`src/rtl/systolic_ctrl_pkg.sv`:
```
// Shared types and helpers for the systolic array sweep controller.
package systolic_ctrl_pkg;

    localparam int ROW_DEF      = 4;
    localparam int COLUMN_DEF   = 9;
    localparam int SETTLE_W_DEF = 8;

    typedef enum logic [1:0] {IDLE, SETTLE, RESP} ctrlState_t;

    // A programmed settle time of zero still needs one cycle for the array to settle.
    function automatic int unsigned settle_eff(input int unsigned cfg);
        return (cfg == 0) ? 1 : cfg;
    endfunction

endpackage

```
`src/rtl/systolic_settle_timer.sv`:
```
// Settle down-counter: load N, expire is high on the cycle the count reaches 1.
module systolic_settle_timer #(
    parameter int W = 8
) (
    input  logic         clk,
    input  logic         rst_n,
    input  logic         load,
    input  logic [W-1:0] n,
    output logic         expire
);

    localparam logic [W-1:0] ONE = W'(1);

    logic [W-1:0] cnt;

    // Parks at zero once drained so a stale count never looks like an expiry.
    always_ff @(posedge clk or negedge rst_n) begin
        if (!rst_n)            cnt <= '0;
        else if (load)         cnt <= n;
        else if (cnt != '0)    cnt <= cnt - ONE;
    end

    assign expire = (cnt == ONE);

endmodule

```
`src/rtl/systolic_sweep_ctrl.sv`:
```
// Sequencer for the ROW x COLUMN NOR array: single-shot requests or a full input sweep.
module systolic_sweep_ctrl
    import systolic_ctrl_pkg::*;
#(
    parameter int ROW      = ROW_DEF,
    parameter int COLUMN   = COLUMN_DEF,
    parameter int SETTLE_W = SETTLE_W_DEF
) (
    input  logic                  clk,
    input  logic                  rst_n,
    input  logic [SETTLE_W-1:0]   cfg_settle,
    input  logic                  cfg_sweep,
    input  logic                  start,
    input  logic                  abort,
    input  logic                  req_valid,
    output logic                  req_ready,
    input  logic [ROW-1:0]        req_row,
    input  logic [COLUMN-1:0]     req_col,
    output logic [ROW-1:0]        arr_row,
    output logic [COLUMN-1:0]     arr_col,
    input  logic                  arr_out,
    output logic                  rsp_valid,
    input  logic                  rsp_ready,
    output logic                  rsp_out,
    output logic [ROW-1:0]        rsp_row,
    output logic [COLUMN-1:0]     rsp_col,
    output logic                  busy,
    output logic                  done,
    output logic [ROW+COLUMN:0]   ones_count
);

    localparam int VW = ROW + COLUMN;
    localparam logic [VW-1:0] LAST_IDX = '1;
    localparam logic [VW-1:0] VEC_ONE  = VW'(1);
    localparam logic [VW:0]   ONES_ONE = (VW+1)'(1);
    localparam logic [VW:0]   ONES_MAX = {1'b1, {VW{1'b0}}};

    ctrlState_t state, stateNext;

    logic [VW-1:0]       vecQ, rspVecQ;
    logic [SETTLE_W-1:0] nQ, nEff, tmrN;
    logic [VW:0]         onesQ;
    logic                sweepQ, rspValidQ, rspOutQ, doneQ;
    logic                accept, launch, capture, handshake, advance, finish, abortAct;
    logic                tmrLoad, expire;

    assign nEff = SETTLE_W'(settle_eff(32'(cfg_settle)));

    always_ff @(posedge clk or negedge rst_n) begin
        if (!rst_n) state <= IDLE;
        else        state <= stateNext;
    end

    // abort is checked first so it wins over both settle expiry and a response handshake.
    always_comb begin
        stateNext = state;
        accept    = 1'b0;
        launch    = 1'b0;
        capture   = 1'b0;
        handshake = 1'b0;
        advance   = 1'b0;
        finish    = 1'b0;
        abortAct  = 1'b0;
        case (state)
            IDLE: begin
                if (!cfg_sweep && req_valid) begin
                    accept    = 1'b1;
                    stateNext = SETTLE;
                end else if (cfg_sweep && start) begin
                    launch    = 1'b1;
                    stateNext = SETTLE;
                end
            end
            SETTLE: begin
                if (abort) begin
                    abortAct  = 1'b1;
                    stateNext = IDLE;
                end else if (expire) begin
                    capture   = 1'b1;
                    stateNext = RESP;
                end
            end
            RESP: begin
                if (abort) begin
                    abortAct  = 1'b1;
                    stateNext = IDLE;
                end else if (rsp_ready) begin
                    handshake = 1'b1;
                    if (!sweepQ) begin
                        stateNext = IDLE;
                    end else if (vecQ == LAST_IDX) begin
                        finish    = 1'b1;
                        stateNext = IDLE;
                    end else begin
                        advance   = 1'b1;
                        stateNext = SETTLE;
                    end
                end
            end
            default: stateNext = IDLE;
        endcase
    end

    // The launch-time N is reused for every vector of a sweep.
    assign tmrLoad = accept | launch | advance;
    assign tmrN    = (state == IDLE) ? nEff : nQ;

    systolic_settle_timer #(.W(SETTLE_W)) uTimer (
        .clk    (clk),
        .rst_n  (rst_n),
        .load   (tmrLoad),
        .n      (tmrN),
        .expire (expire)
    );

    always_ff @(posedge clk or negedge rst_n) begin
        if (!rst_n) begin
            vecQ      <= '0;
            nQ        <= '0;
            sweepQ    <= 1'b0;
            rspVecQ   <= '0;
            rspOutQ   <= 1'b0;
            rspValidQ <= 1'b0;
            onesQ     <= '0;
            doneQ     <= 1'b0;
        end else begin
            if (accept) begin
                vecQ   <= {req_row, req_col};
                nQ     <= nEff;
                sweepQ <= 1'b0;
            end else if (launch) begin
                vecQ   <= '0;
                nQ     <= nEff;
                sweepQ <= 1'b1;
            end else if (advance) begin
                vecQ   <= vecQ + VEC_ONE;
            end

            if (capture) begin
                rspOutQ <= arr_out;
                rspVecQ <= vecQ;
            end

            if (capture)                     rspValidQ <= 1'b1;
            else if (handshake || abortAct)  rspValidQ <= 1'b0;

            if (launch)
                onesQ <= '0;
            else if (handshake && sweepQ && rspOutQ && (onesQ != ONES_MAX))
                onesQ <= onesQ + ONES_ONE;

            doneQ <= finish;
        end
    end

    assign req_ready  = (state == IDLE) && !cfg_sweep;
    assign busy       = (state != IDLE);
    assign arr_row    = vecQ[VW-1:COLUMN];
    assign arr_col    = vecQ[COLUMN-1:0];
    assign rsp_valid  = rspValidQ;
    assign rsp_out    = rspOutQ;
    assign rsp_row    = rspVecQ[VW-1:COLUMN];
    assign rsp_col    = rspVecQ[COLUMN-1:0];
    assign done       = doneQ;
    assign ones_count = onesQ;

endmodule

```
`config.mk`:
```
export PLATFORM = sky130hd
export DESIGN_NAME = systolic_sweep_ctrl
export DESIGN_NICKNAME = d
export VERILOG_FILES = /design/src/rtl/systolic_ctrl_pkg.sv /design/src/rtl/systolic_settle_timer.sv /design/src/rtl/systolic_sweep_ctrl.sv
export SDC_FILE = /design/constraint.sdc
export NUM_CORES = 1
export LEC_CHECK = 0
export CORE_ASPECT_RATIO = 0.75
export CORE_MARGIN = 3
export CORE_UTILIZATION = 46
export DETAILED_ROUTE_END_ITERATION = 6
export GPL_TIMING_DRIVEN = 0
export HOLD_SLACK_MARGIN = 0.12
export MAX_ROUTING_LAYER = met4
export PLACE_DENSITY = 0.76
export SLEW_MARGIN = 30
export SYNTH_ARGS = -nofsm -noshare
export SYNTH_HDL_FRONTEND = slang
export SYNTH_HIERARCHICAL = 1
export SYNTH_SLANG_ARGS = --single-unit
```
`constraint.sdc`:
```
create_clock -name clk -period 2 [get_ports clk]
set_input_delay 0.4 -clock clk [delete_from_list [all_inputs] [get_ports clk]]
set_output_delay 0.4 -clock clk [all_outputs]
set_load 0.01 [all_outputs]
```
=== Word-level counts from Yosys, hierarchy flattened ===
Index checks and enable logic that the tools add are counted.

* Register bits after elaboration: 62
* Input bits: 29
* Output and inout port bits: 45
* Word-level logic and storage cells: 89

* Add/sub/neg operators: 3
* Eq/ne operators: 8
* Multiplexer cells: 47
* Bitwise operators: 2
* Reductions and logical operators: 19

{| class="wikitable"
|+ Operators with widths
! kind !! count
|-
| two-way mux 8 bit || 6
|-
| two-way mux 13 bit || 3
|-
| two-way mux 1 bit || 29
|-
| two-way mux 14 bit || 2
|-
| adder 14 x 1 -> 14 bit (second input constant) || 1
|-
| inequality test 14 bit (second input constant) || 1
|-
| adder 13 x 1 -> 13 bit (second input constant) || 1
|-
| equality test 13 bit (second input constant) || 1
|-
| two-way mux 2 bit || 6
|-
| nonzero test 2 bit || 5
|-
| inequality test 3 bit (second input constant) || 3
|-
| equality test 8 x 1 -> 1 bit (second input constant) || 1
|-
| zero test 8 bit || 1
|-
| nonzero test 8 bit || 1
|-
| subtractor 8 x 1 -> 8 bit (second input constant) || 1
|-
| logical AND 1 bit || 6
|-
| case mux 2 bit (3 select lines) || 1
|-
| AND reduction 3 bit || 1
|-
| nonzero test 3 bit || 1
|-
| equality test 2 x 1 -> 1 bit (second input constant) || 1
|-
| equality test 2 bit (second input constant) || 1
|-
| zero test 2 bit || 1
|-
| bitwise OR 1 bit || 2
|-
| OR reduction 2 bit || 1
|-
| 2 further kinds || 2
|}

=== Depth between registers and ports, before layout ===
Gate-level depths: netlist (run 1).

* Word-level depth: 9
* Depth in mapped cells: 11
* Depth with buffers taken out: 8

=== Cells and area by module ===
Netlist (run 1), hierarchy kept.

{| class="wikitable"
|+ Modules (own cells, without submodules)
! module !! times used !! cells each !! area each (µm²) !! seq. area each (µm²)
|-
| systolic_sweep_ctrl || 1 || 305 || 2994.1 || 1351.3
|-
| systolic_settle_timer || 1 || 61 || 540.5 || 200.2
|}

=== Worst setup path after synthesis (run 1) ===
OpenSTA, ideal clock, no wires.

* Path kind: register to register
* Start: register state[0]
* End: register uTimer.cnt[5]
* Setup time: 0.104 ns
* Arrival time: 2.036 ns
* Data required time: 1.896 ns
* Slack: -0.139 ns
* Cell stages (with the launch flop): 11
* Path buffers: 4
* Clock period less this slack: 2.139 ns
* Cells stage by stage: dfrtp_1 -> inv_1 -> ha_1 -> clkbuf_2 -> and3_1 -> clkbuf_1 -> nor2_2 -> o21ai_4 -> clkbuf_1 -> clkbuf_1 -> a221oi_1

* Longest elaborated chain between the ends: 5
* Elaborated cells between the ends (all ways): 10
* Classes of those cells: eq/ne (1); mux (5); bitwise (2); reduce/logical (2)

{| class="wikitable"
|+ RTL lines
! element !! line !! RTL
|-
| start: declaration || systolic_sweep_ctrl.sv:38 || <nowiki>ctrlState_t state, stateNext;</nowiki>
|-
| start signal: assignment || systolic_sweep_ctrl.sv:51 || <nowiki>else state <= stateNext;</nowiki>
|-
| zero test 2 bit || systolic_sweep_ctrl.sv:64 || <nowiki>case (state)</nowiki>
|-
| two-way mux 1 bit || systolic_sweep_ctrl.sv:64 ||
|-
| bitwise OR 1 bit || systolic_sweep_ctrl.sv:105 || <nowiki>assign tmrLoad = accept | launch | advance;</nowiki>
|-
| bitwise OR 1 bit (*) || systolic_sweep_ctrl.sv:105 ||
|-
| net tmrLoad || systolic_sweep_ctrl.sv:45 || <nowiki>logic tmrLoad, expire;</nowiki>
|-
| two-way mux 8 bit / nonzero test 2 bit (equally long branches) || - ||
|-
| end signal: assignment || systolic_settle_timer.sv:19 || <nowiki>else if (load) cnt <= n;</nowiki>
|-
| end signal: assignment || systolic_settle_timer.sv:20 || <nowiki>else if (cnt != '0) cnt <= cnt - ONE;</nowiki>
|-
| end: declaration || systolic_settle_timer.sv:14 || <nowiki>logic [W-1:0] cnt;</nowiki>
|}

Mark *: on every way through the listed nets, which the timed path passes. The rest lies on a longest branch.
A chain may end at the register's enable or synchronous reset.

=== Worst setup path after layout (run 1) ===
* Start: input port abort
* End: register vecQ[11]

* Longest elaborated chain between the ends: 3

{| class="wikitable"
|+ RTL lines
! element !! line !! RTL
|-
| start: declaration || systolic_sweep_ctrl.sv:14 || <nowiki>input logic abort,</nowiki>
|-
| two-way mux 1 bit || systolic_sweep_ctrl.sv:84 || <nowiki>if (abort) begin</nowiki>
|-
| two-way mux 1 bit || systolic_sweep_ctrl.sv:64 ||
|-
| nonzero test 3 bit (no line) || - ||
|-
| end signal: assignment || systolic_sweep_ctrl.sv:128 || <nowiki>vecQ <= {req_row, req_col};</nowiki>
|-
| end signal: assignment || systolic_sweep_ctrl.sv:136 || <nowiki>vecQ <= vecQ + VEC_ONE;</nowiki>
|-
| end: declaration || systolic_sweep_ctrl.sv:40 || <nowiki>logic [VW-1:0] vecQ, rspVecQ;</nowiki>
|}

Every way passes these cells.

==> flow_summary_export.csv, run 1 <==
group,metric,value,unit
worst_setup_path,path_max_fanout,6,
timing,worst_pin_slew,498,ps
timing,fin_worst_skew,7.59,ps
timing,setup_viol,0,
power_and_ir_drop,p_total,0.00485,W
die,dieHeight,81.9,µm
global_route,grt_pass1_wl,15200,µm
cells_and_area,area_growth_syn_to_layout,35.5,%
clock_tree,cts_max_path_buffers,2,
cells_and_area,drive_gt1_share,19.8,%
synthesis,syn_area_per_cell,9.66,µm²
timing,slew_headroom,66.3,%
cells_and_area,fillers,597,
worst_setup_path,worstPathRequired,2220,ps
timing,layout_min_cycle_time,1960,ps
synthesis,synth_flop_cell,"dfrtp_1",
synthesis,netlist_instances,366,
power_and_ir_drop,peakVddDrop,0.603,mV
detailed_routing,via_per_inst,5.82,
clock_tree,clock_sinks,62,
clock_tree,clock_latency,340,ps
global_route,grt.overflow.total,0,
global_route,antenna_found_initial,0,
worst_setup_path,critPathArrivalTime,2190,ps
worst_setup_path,startpoint_type,"primary input",
synthesis,syn-num-nets,405,
place,io_buffers,73,
clock_tree,tritoncts,"yes",
cells_and_area,nets,496,
cells_and_area,post-route-util,64.8,%
detailed_routing,num_vias,3264,
clock_tree,root_buffer,"clkbuf_8",
cells_and_area,layout_common_cells,"clkdlybuf4s50_1 (70), dfrtp_1 (57), nand2_1 (47), a21oi_1 (23), mux2_2 (22)",
timing,slew_viol_final,0,
power_and_ir_drop,power_density,1010,nW/µm²
clock_tree,path_clk_slew,70,ps
synthesis,yosysSeqAreaShare,43.9,%
place,place.gp.congestion,0.883,
timing,period_share,98.1,%
clock_tree,cts-buffers-inserted,9,
detailed_routing,drt_iter0_drc,134,
detailed_routing,dr.pass1.iters,5,
power_and_ir_drop,p_leak,2.04,nW
detailed_routing,routed_wl,9370,µm
worst_setup_path,critPathKind,"primary input to flip-flop",
cells_and_area,final_common_cell,"clkdlybuf4s50_1",
synthesis,netlist_area,3530,µm²
die,die-width,107,µm
timing,grt_setup_unrepaired,"yes",
clock_tree,h-tree-depth,3,
detailed_routing,routedWlPerCell,16.7,µm
job,cap_viol_max_count,0,
detailed_routing,drc,0,
die,ioPinCount,74,
global_route,track_usage,22.7,%
die,die_area,8780,µm²
min_path,hp-class,"primary input to asynchronous set/reset pin",
global_route,grt_max_degree,48,
cells_and_area,ff_latch_area,1560,µm²
timing,hold_viol,0,
timing,fmax,510,MHz
synthesis,synth-edff-count,0,
synthesis,yosysWarnings,6,
synthesis,synthDistinctLibCells,61,
place,hpwlAfterDp,6660,µm
status,status,"finished, final reports clean",
cells_and_area,multi_input_area,1940,µm²
synthesis,ys_ff_latch,62,
die,rows,27,
cells_and_area,num_antenna_cells,0,
worst_setup_path,end_kind,"flip-flop",
global_route,grt_pass1_vias,3111,
detailed_routing,ant_nets,0,
synthesis,synthArstFlopShare,100,%
die,core,7400,µm²
die,start_util,47.8,%
-- path summary, 6_finish.rpt --
kind	from	to	slack (ps)	cells past startpoint
max	abort	vecQ[11]	40	6
min	rst_n	ones_count[10]	460	2
max reg2reg	state[0]	vecQ[11]	50	7
min reg2reg	nQ[6]	nQ[6]	480	2
max in group asynchronous	rst_n	vecQ[0]	1020	3
min in group clk	nQ[6]	nQ[6]	480	2
-- state kept, by name, summed over array words and instances (netlist names) --
signal / flops
ones_count: 14
rspVecQ: 13
vecQ: 13
nQ: 8
uTimer/cnt: 8
state: 2
done: 1
rsp_out: 1
rsp_valid: 1
sweepQ: 1
-- layer usage --
| layer | vias to the layer above | wire, µm | global-route usage [%] |
|---|---|---|---|
| li1 | 1565 | - | - |
| met3 | 13 | 416 | 5.03 |
| met5 | - | 0 | - |
| met1 | 1595 | 4620 | 31.4 |
| met4 | 0 | 112 | 6.00 |
| met2 | 91 | 4230 | 34.0 |
-- Yosys cell counts (3+ instances only) --
| cell type | count | area share (%) |
|---|---|---|
| nand4_1 | 8 | 1.4 |
| or4_1 | 4 | 0.85 |
| nand3_1 | 12 | 1.7 |
| or3_1 | 11 | 1.9 |
| buf_6 | 3 | 0.96 |
| inv_1 | 13 | 1.4 |
| dfrtp_1 | 62 | 44 |
| o21ai_0 | 20 | 2.8 |
| a22o_1 | 3 | 0.74 |
| ha_1 | 10 | 3.5 |
| mux2_2 | 22 | 7.0 |
| nand2_1 | 47 | 5.0 |
| nor3b_1 | 3 | 0.64 |
| a2bb2oi_1 | 4 | 0.99 |
| a31oi_1 | 4 | 0.71 |
| nor4_1 | 6 | 1.1 |
| nor2_1 | 13 | 1.4 |
| a211oi_1 | 6 | 1.3 |
| and3_1 | 6 | 1.1 |
| buf_2 | 6 | 0.85 |
| a221oi_1 | 4 | 0.99 |
| nor3_1 | 6 | 0.85 |
| xnor2_1 | 3 | 0.74 |
| clkbuf_1 | 8 | 0.85 |
| o31ai_1 | 6 | 1.3 |
| and4_1 | 4 | 0.99 |
| nand2b_1 | 5 | 0.88 |
| a21oi_1 | 24 | 3.4 |
-- through the flow --
step / area [µm²] / TNS, ps / instances / hold slack (ps) / setup slack, ps
after floorplan: 3540 / 0 / 366 / 104 / 5.95
after global placement: 4400 / -103370 / 540 / 455 / -1480
after detailed placement: 4430 / -12750 / 541 / 281 / -497
after CTS: 4690 / 0 / 562 / 461 / 6.44
after global routing: 4790 / -85.9 / 561 / 462 / -38.4
final: 4790 / 0 / 561 / 461 / 37.3
-- area by class of cell --
| type | instances | area share [%] |
|---|---|---|
| Multi-Input combinational cell | 272 | 40.4 |
| Sequential cell | 62 | 32.5 |
| Timing Repair Buffer | 83 | 17.2 |
| Clock buffer | 13 | 3.53 |
| Tap cell | 101 | 2.64 |
| Buffer | 16 | 2.61 |
| Inverter | 13 | 1.02 |
| Clock inverter | 1 | 0.104 |
-- cells by family after synthesis --
| logic type | after synthesis | synth area share (%) |
|---|---|---|
| DFF | 62 | 43.9 |
| buffers and inverters | 32 | 4.39 |
| muxes | 22 | 7.01 |
| xor gates and xnor gates | 3 | 0.743 |
| and+or+nand+nor | 144 | 22.7 |
| adders and majority gates | 10 | 3.54 |
| AOI/OAI and AO/OA | 93 | 17.7 |
-- power breakdown --
| part | switching [W] | internal [W] | leakage, nW |
|---|---|---|---|
| registers | 0.000282 | 0.00154 | 0.817 |
| clock network | 0.000459 | 0.000536 | 0.0914 |
| logic | 0.00103 | 0.00100 | 1.13 |
-- critical path: stages --
cell and delay (ps):
clkdlybuf4s50_1 530, and4b_1 300, buf_4 170, nand3_1 150, or4b_1 490, o311a_1 150
-- timing repair --
| action | CTS | global route |
|---|---|---|
| hold endpoints to repair | 15 | 0 |
| cloned | 0 | 0 |
| setup buffers | 7 | 1 |
| resized for setup | 13 | 34 |
| setup endpoints to repair | 36 | 48 |
| pin swaps | 4 | 3 |
| hold buffers | 1 | 0 |
(Power assumes the default switching activity.)
==> run 2, diff against run 1 <==
ABC_CLOCK_PERIOD_IN_PS = 2000   (was not set)
CTS_BUF_LIST = sky130_fd_sc_hd__clkbuf_16   (was not set)
==> flow_summary_export.csv, run 2 (synthesized netlist as in run 1, its figures left out) <==
group,metric,value,unit
min_path,hp-start,"nQ[6]",
worst_setup_path,path_max_fanout,6,
clock_tree,clock_sinks,62,
cells_and_area,drive_gt1_share,18.3,%
timing,layout_min_cycle_time,2000,ps
power_and_ir_drop,power_density,1060,nW/µm²
timing,grt_setup_unrepaired,"yes",
clock_tree,h-tree-depth,3,
detailed_routing,routedWlPerCell,17.0,µm
detailed_routing,num_vias,3287,
worst_setup_path,r2r_cells,7,
die,dieHeight,81.9,µm
worst_setup_path,worstReg2RegStart,"state[0]",
die,die-width,107,µm
cells_and_area,fillers,583,
timing,period_share,99.9,%
cells_and_area,area_growth_syn_to_layout,37.6,%
worst_setup_path,regToRegSetupSlack,70,ps
die,start_util,47.8,%
cells_and_area,final_common_cell,"clkdlybuf4s50_1",
place,place.gp.congestion,0.883,
detailed_routing,drc,0,
cells_and_area,largest_reg_flops,14,
min_path,hold_end,"nQ[6]",
timing,slew_viol_final,0,
worst_setup_path,rr_endpoint,"ones_count[3]",
min_path,hp-class,"flip-flop to flip-flop",
timing,slew_headroom,64.4,%
global_route,grt_pass1_vias,3041,
clock_tree,cts_max_path_buffers,2,
global_route,grt.overflow.total,0,
detailed_routing,dr.pass1.iters,4,
status,status,"finished, final reports clean",
clock_tree,path_clk_slew,50,ps
cells_and_area,nets,496,
clock_tree,clock_latency,330,ps
timing,fin_worst_skew,3.40,ps
die,core,7400,µm²
place,io_buffers,73,
clock_tree,tritoncts,"yes",
worst_setup_path,startpoint_type,"primary input",
detailed_routing,ant_nets,0,
power_and_ir_drop,p_leak,2.09,nW
die,die_area,8780,µm²
die,rows,27,
timing,setup_slack,2.98,ps
global_route,grt_max_degree,48,
global_route,antenna_found_initial,0,
timing,fmax,501,MHz
detailed_routing,routed_wl,9530,µm
global_route,grt_pass1_wl,15200,µm
cells_and_area,stdcell_area,4860,µm²
die,ioPinCount,74,
clock_tree,cts-buffers-inserted,9,
timing,worst_pin_slew,526,ps
place,dpl_cell_area,4430,µm²
detailed_routing,drt_iter0_drc,185,
worst_setup_path,end_kind,"flip-flop",
timing,setup_viol,0,
power_and_ir_drop,peakVddDrop,0.590,mV
worst_setup_path,worstPathRequired,2250,ps
detailed_routing,via_per_inst,5.86,
place,hpwlAfterDp,6660,µm
timing,hold_viol,0,
min_path,min_path_cells,2,
cells_and_area,layout_common_cells,"clkdlybuf4s50_1 (70), dfrtp_1 (61), nand2_1 (47), a21oi_1 (23), mux2_2 (22)",
cells_and_area,num_antenna_cells,0,
worst_setup_path,critPathArrivalTime,2250,ps
worst_setup_path,critPathKind,"primary input to flip-flop",
place,dpl_worst_slack,-497,ps
global_route,track_usage,22.9,%
job,cap_viol_max_count,0,
clock_tree,root_buffer,"clkbuf_16",
==> run 2: cell type report <==
type	count	area, µm²	share of cell area [%]
clock inverters	5	20.0	0.412
repair buffers	82	816	16.8
flip-flops and latches	62	1550	31.9
well taps	101	126	2.60
multi-input cells	272	1930	39.7
inverters	13	48.8	1.00
clock buffers	9	225	4.63
plain buffers	17	144	2.96
==> run 2: stage by stage <==
stage / std cells / TNS (ps) / utilization, % / hold slack (ps) / total power, W
2_1_floorplan: 366 / 0 / - / 104 / 0.00292
3_3_place_gp: 540 / -103370 / 59.5 / 455 / 0.00352
3_5_place_dp: 541 / -12750 / 59.8 / 281 / 0.00359
4_1_cts: 561 / 0 / 64.4 / 474 / 0.00502
5_1_grt: 561 / -248 / 65.7 / 489 / 0.00547
6_report: 561 / 0 / 65.7 / 473 / 0.00515
==> run 2: routing by layer <==
| layer | global-route usage, % | routed length, µm |
|---|---|---|
| met5 | - | 0 |
| met4 | 5.36 | 80 |
| met3 | 5.50 | 610 |
| met2 | 33.5 | 4340 |
| met1 | 32.2 | 4500 |
==> run 2: how the worst max path moves through the flow <==
| stage | cells past startpoint | slack (ps) | from | to |
|---|---|---|---|---|
| after global routing | 7 | -40 | state[0] | ones_count[6] |
| final | 6 | 3 | abort | ones_count[3] |
| after CTS | 9 | 4 | state[1] | uTimer/cnt[2] |
| after detailed placement | 8 | -500 | cfg_sweep | uTimer/cnt[2] |
| after floorplan | 10 | 6 | state[0] | uTimer/cnt[5] |
| after global placement | 1 | -1480 | rst_n | nQ[6] |
==> run 2: timing repair <==
action	CTS	global route
resized for setup	17	31
endpoints found under the hold margin	15	0
buffers inserted	6	1
endpoints found under the setup margin	36	45
hold buffers	1	0
gates cloned	0	0
pin swaps	4	2
==> run 2: critical path: stages <==
cell and delay [ps]:
clkdlybuf4s50_1 550, and4b_1 350, buf_6 160, nand2_2 100, or4_1 540, a21oi_2 140
==> run 2: power by group <==
part | internal (W) | total (W) | switching, W
sequential | 0.00154 | 0.00181 | 0.000274
clock | 0.000802 | 0.00131 | 0.000513
combinational | 0.000993 | 0.00202 | 0.00103
==> run 3, diff against run 2 <==
ABC_CLOCK_PERIOD_IN_PS = 2100   (was 2000)
CORE_UTILIZATION = 53   (was 46)
CTS_BUF_LIST = sky130_fd_sc_hd__clkbuf_8   (was sky130_fd_sc_hd__clkbuf_16)
PLACE_DENSITY = 0.82   (was 0.76)
clock period = 2.1 ns   (was 2 ns; I/O delays follow)
==> flow_summary_export.csv, run 3 (synthesized netlist as in run 1, its figures left out) <==
group,metric,value,unit
clock_tree,h-tree-depth,3,
timing,fin_worst_skew,7.55,ps
global_route,grt_pass1_wl,15900,µm
timing,hold_viol,0,
detailed_routing,wl_met2,4510,µm
detailed_routing,top_layer_used,"met4",
worst_setup_path,worstPathRequired,2340,ps
cells_and_area,drive_gt1_share,18.0,%
worst_setup_path,path_max_fanout,10,
worst_setup_path,worst_path_largest_cell_delay,400,ps
power_and_ir_drop,p_leak,2.06,nW
worst_setup_path,path_depth,8,
cells_and_area,nets,496,
cells_and_area,area_growth_syn_to_layout,34.3,%
worst_setup_path,crit_top_cell,"clkbuf_4",
clock_tree,cts-buffers-inserted,9,
detailed_routing,ant_nets,0,
clock_tree,root_buffer,"clkbuf_8",
cells_and_area,layout_common_cells,"clkdlybuf4s50_1 (70), dfrtp_1 (61), nand2_1 (47), a21oi_1 (24), mux2_2 (22)",
cells_and_area,fillers,460,
global_route,grt.overflow.total,0,
worst_setup_path,critPathKind,"flip-flop to flip-flop",
detailed_routing,num_vias,3339,
global_route,antenna_found_initial,0,
place,dpl_worst_slack,-596,ps
clock_tree,path_clk_slew,70,ps
detailed_routing,drt_iter0_drc,292,
timing,setup_viol,0,
place,io_buffers,73,
power_and_ir_drop,peakVddDrop,0.631,mV
worst_setup_path,critPathSlowestCell,"dfrtp_1",
detailed_routing,routedWlPerCell,18.2,µm
global_route,track_usage,26.8,%
power_and_ir_drop,p_total,0.00478,W
timing,layout_min_cycle_time,2020,ps
cells_and_area,stdcell_area,4750,µm²
clock_tree,tritoncts,"yes",
die,die_area,7700,µm²
die,core,6380,µm²
worst_setup_path,cp_top_family,"buffers and inverters",
die,die-width,100,µm
detailed_routing,wl_met1,4490,µm
timing,slew_viol_final,0,
clock_tree,clock_latency,340,ps
place,dpl_cell_area,4400,µm²
cells_and_area,largest_reg_flops,14,
timing,setup_slack,81.8,ps
power_and_ir_drop,power_density,1010,nW/µm²
timing,worst_pin_slew,563,ps
global_route,grt_max_degree,50,
job,cap_viol_max_count,0,
die,rows,25,
status,status,"finished, final reports clean",
place,place.gp.congestion,0.901,
detailed_routing,dr.pass1.iters,4,
timing,slew_headroom,61.9,%
cells_and_area,multi_input_area,1890,µm²
worst_setup_path,startpoint_type,"flip-flop",
cells_and_area,ff_latch_area,1550,µm²
die,start_util,55.4,%
timing,period_share,96.1,%
place,hpwlAfterDp,6740,µm
die,dieHeight,76.7,µm
worst_setup_path,end_kind,"flip-flop",
worst_setup_path,path_buf_inv,4,
cells_and_area,final_common_cell,"clkdlybuf4s50_1",
timing,fmax,495,MHz
min_path,hp-class,"primary input to asynchronous set/reset pin",
detailed_routing,wl_met3,692,µm
cells_and_area,post-route-util,74.4,%
worst_setup_path,critPathArrivalTime,2260,ps
detailed_routing,drc,0,
clock_tree,clock_sinks,62,
worst_setup_path,r2r_cells,8,
die,ioPinCount,74,
clock_tree,cts_max_path_buffers,2,
detailed_routing,routed_wl,9860,µm
detailed_routing,via_per_inst,6.15,
global_route,grt_pass1_vias,3144,
cells_and_area,num_antenna_cells,0,
timing,tns,0,ps
worst_setup_path,crit_chain,"inv_1 -> ha_1 -> buf_2 -> and3b_2 -> clkbuf_4 -> clkbuf_4 -> a21oi_1 -> a211oi_1",
==> run 3: metrics by stage <==
stage,hold WS (ps),std cells
after floorplan,124,366
after global placement,455,520
after detailed placement,291,521
after CTS,469,542
after global routing,494,543
final,468,543
==> run 3: what timing repair did <==
action	CTS	global route
setup endpoints to repair	26	32
buffers inserted	5	2
pin swaps	3	0
hold endpoints to repair	13	0
resized for setup	9	23
hold buffers	1	0
==> run 3: final cells by class <==
class | count | area share (%)
buffer | 17 | 2.56
clock buffer | 9 | 2.61
clock inverter | 7 | 1.87
inverter | 13 | 1.03
multi-input combinational | 272 | 39.9
sequential | 62 | 32.7
tap | 81 | 2.13
timing repair buffer | 82 | 17.2
==> run 3: where the power goes <==
part / leakage, nW / switching [W] / internal [W]
combinational: 1.12 / 0.000998 / 0.000907
clock: 0.113 / 0.000477 / 0.000661
sequential: 0.823 / 0.000272 / 0.00146
==> run 3: layer usage <==
layer	global-route usage (%)	vias to the layer above
met5	-	-
met4	7.54	0
met3	5.82	22
met2	38.8	141
met1	38.0	1612
li1	-	1564
==> run 3: final timing paths <==
path	endpoint	slack, ps	from
max	vecQ[2]	80	state[0]
min	ones_count[11]	470	rst_n
max reg2reg	vecQ[2]	80	state[0]
min reg2reg	nQ[7]	470	nQ[7]
max in group asynchronous	vecQ[0]	1110	rst_n
min in group clk	nQ[7]	470	nQ[7]
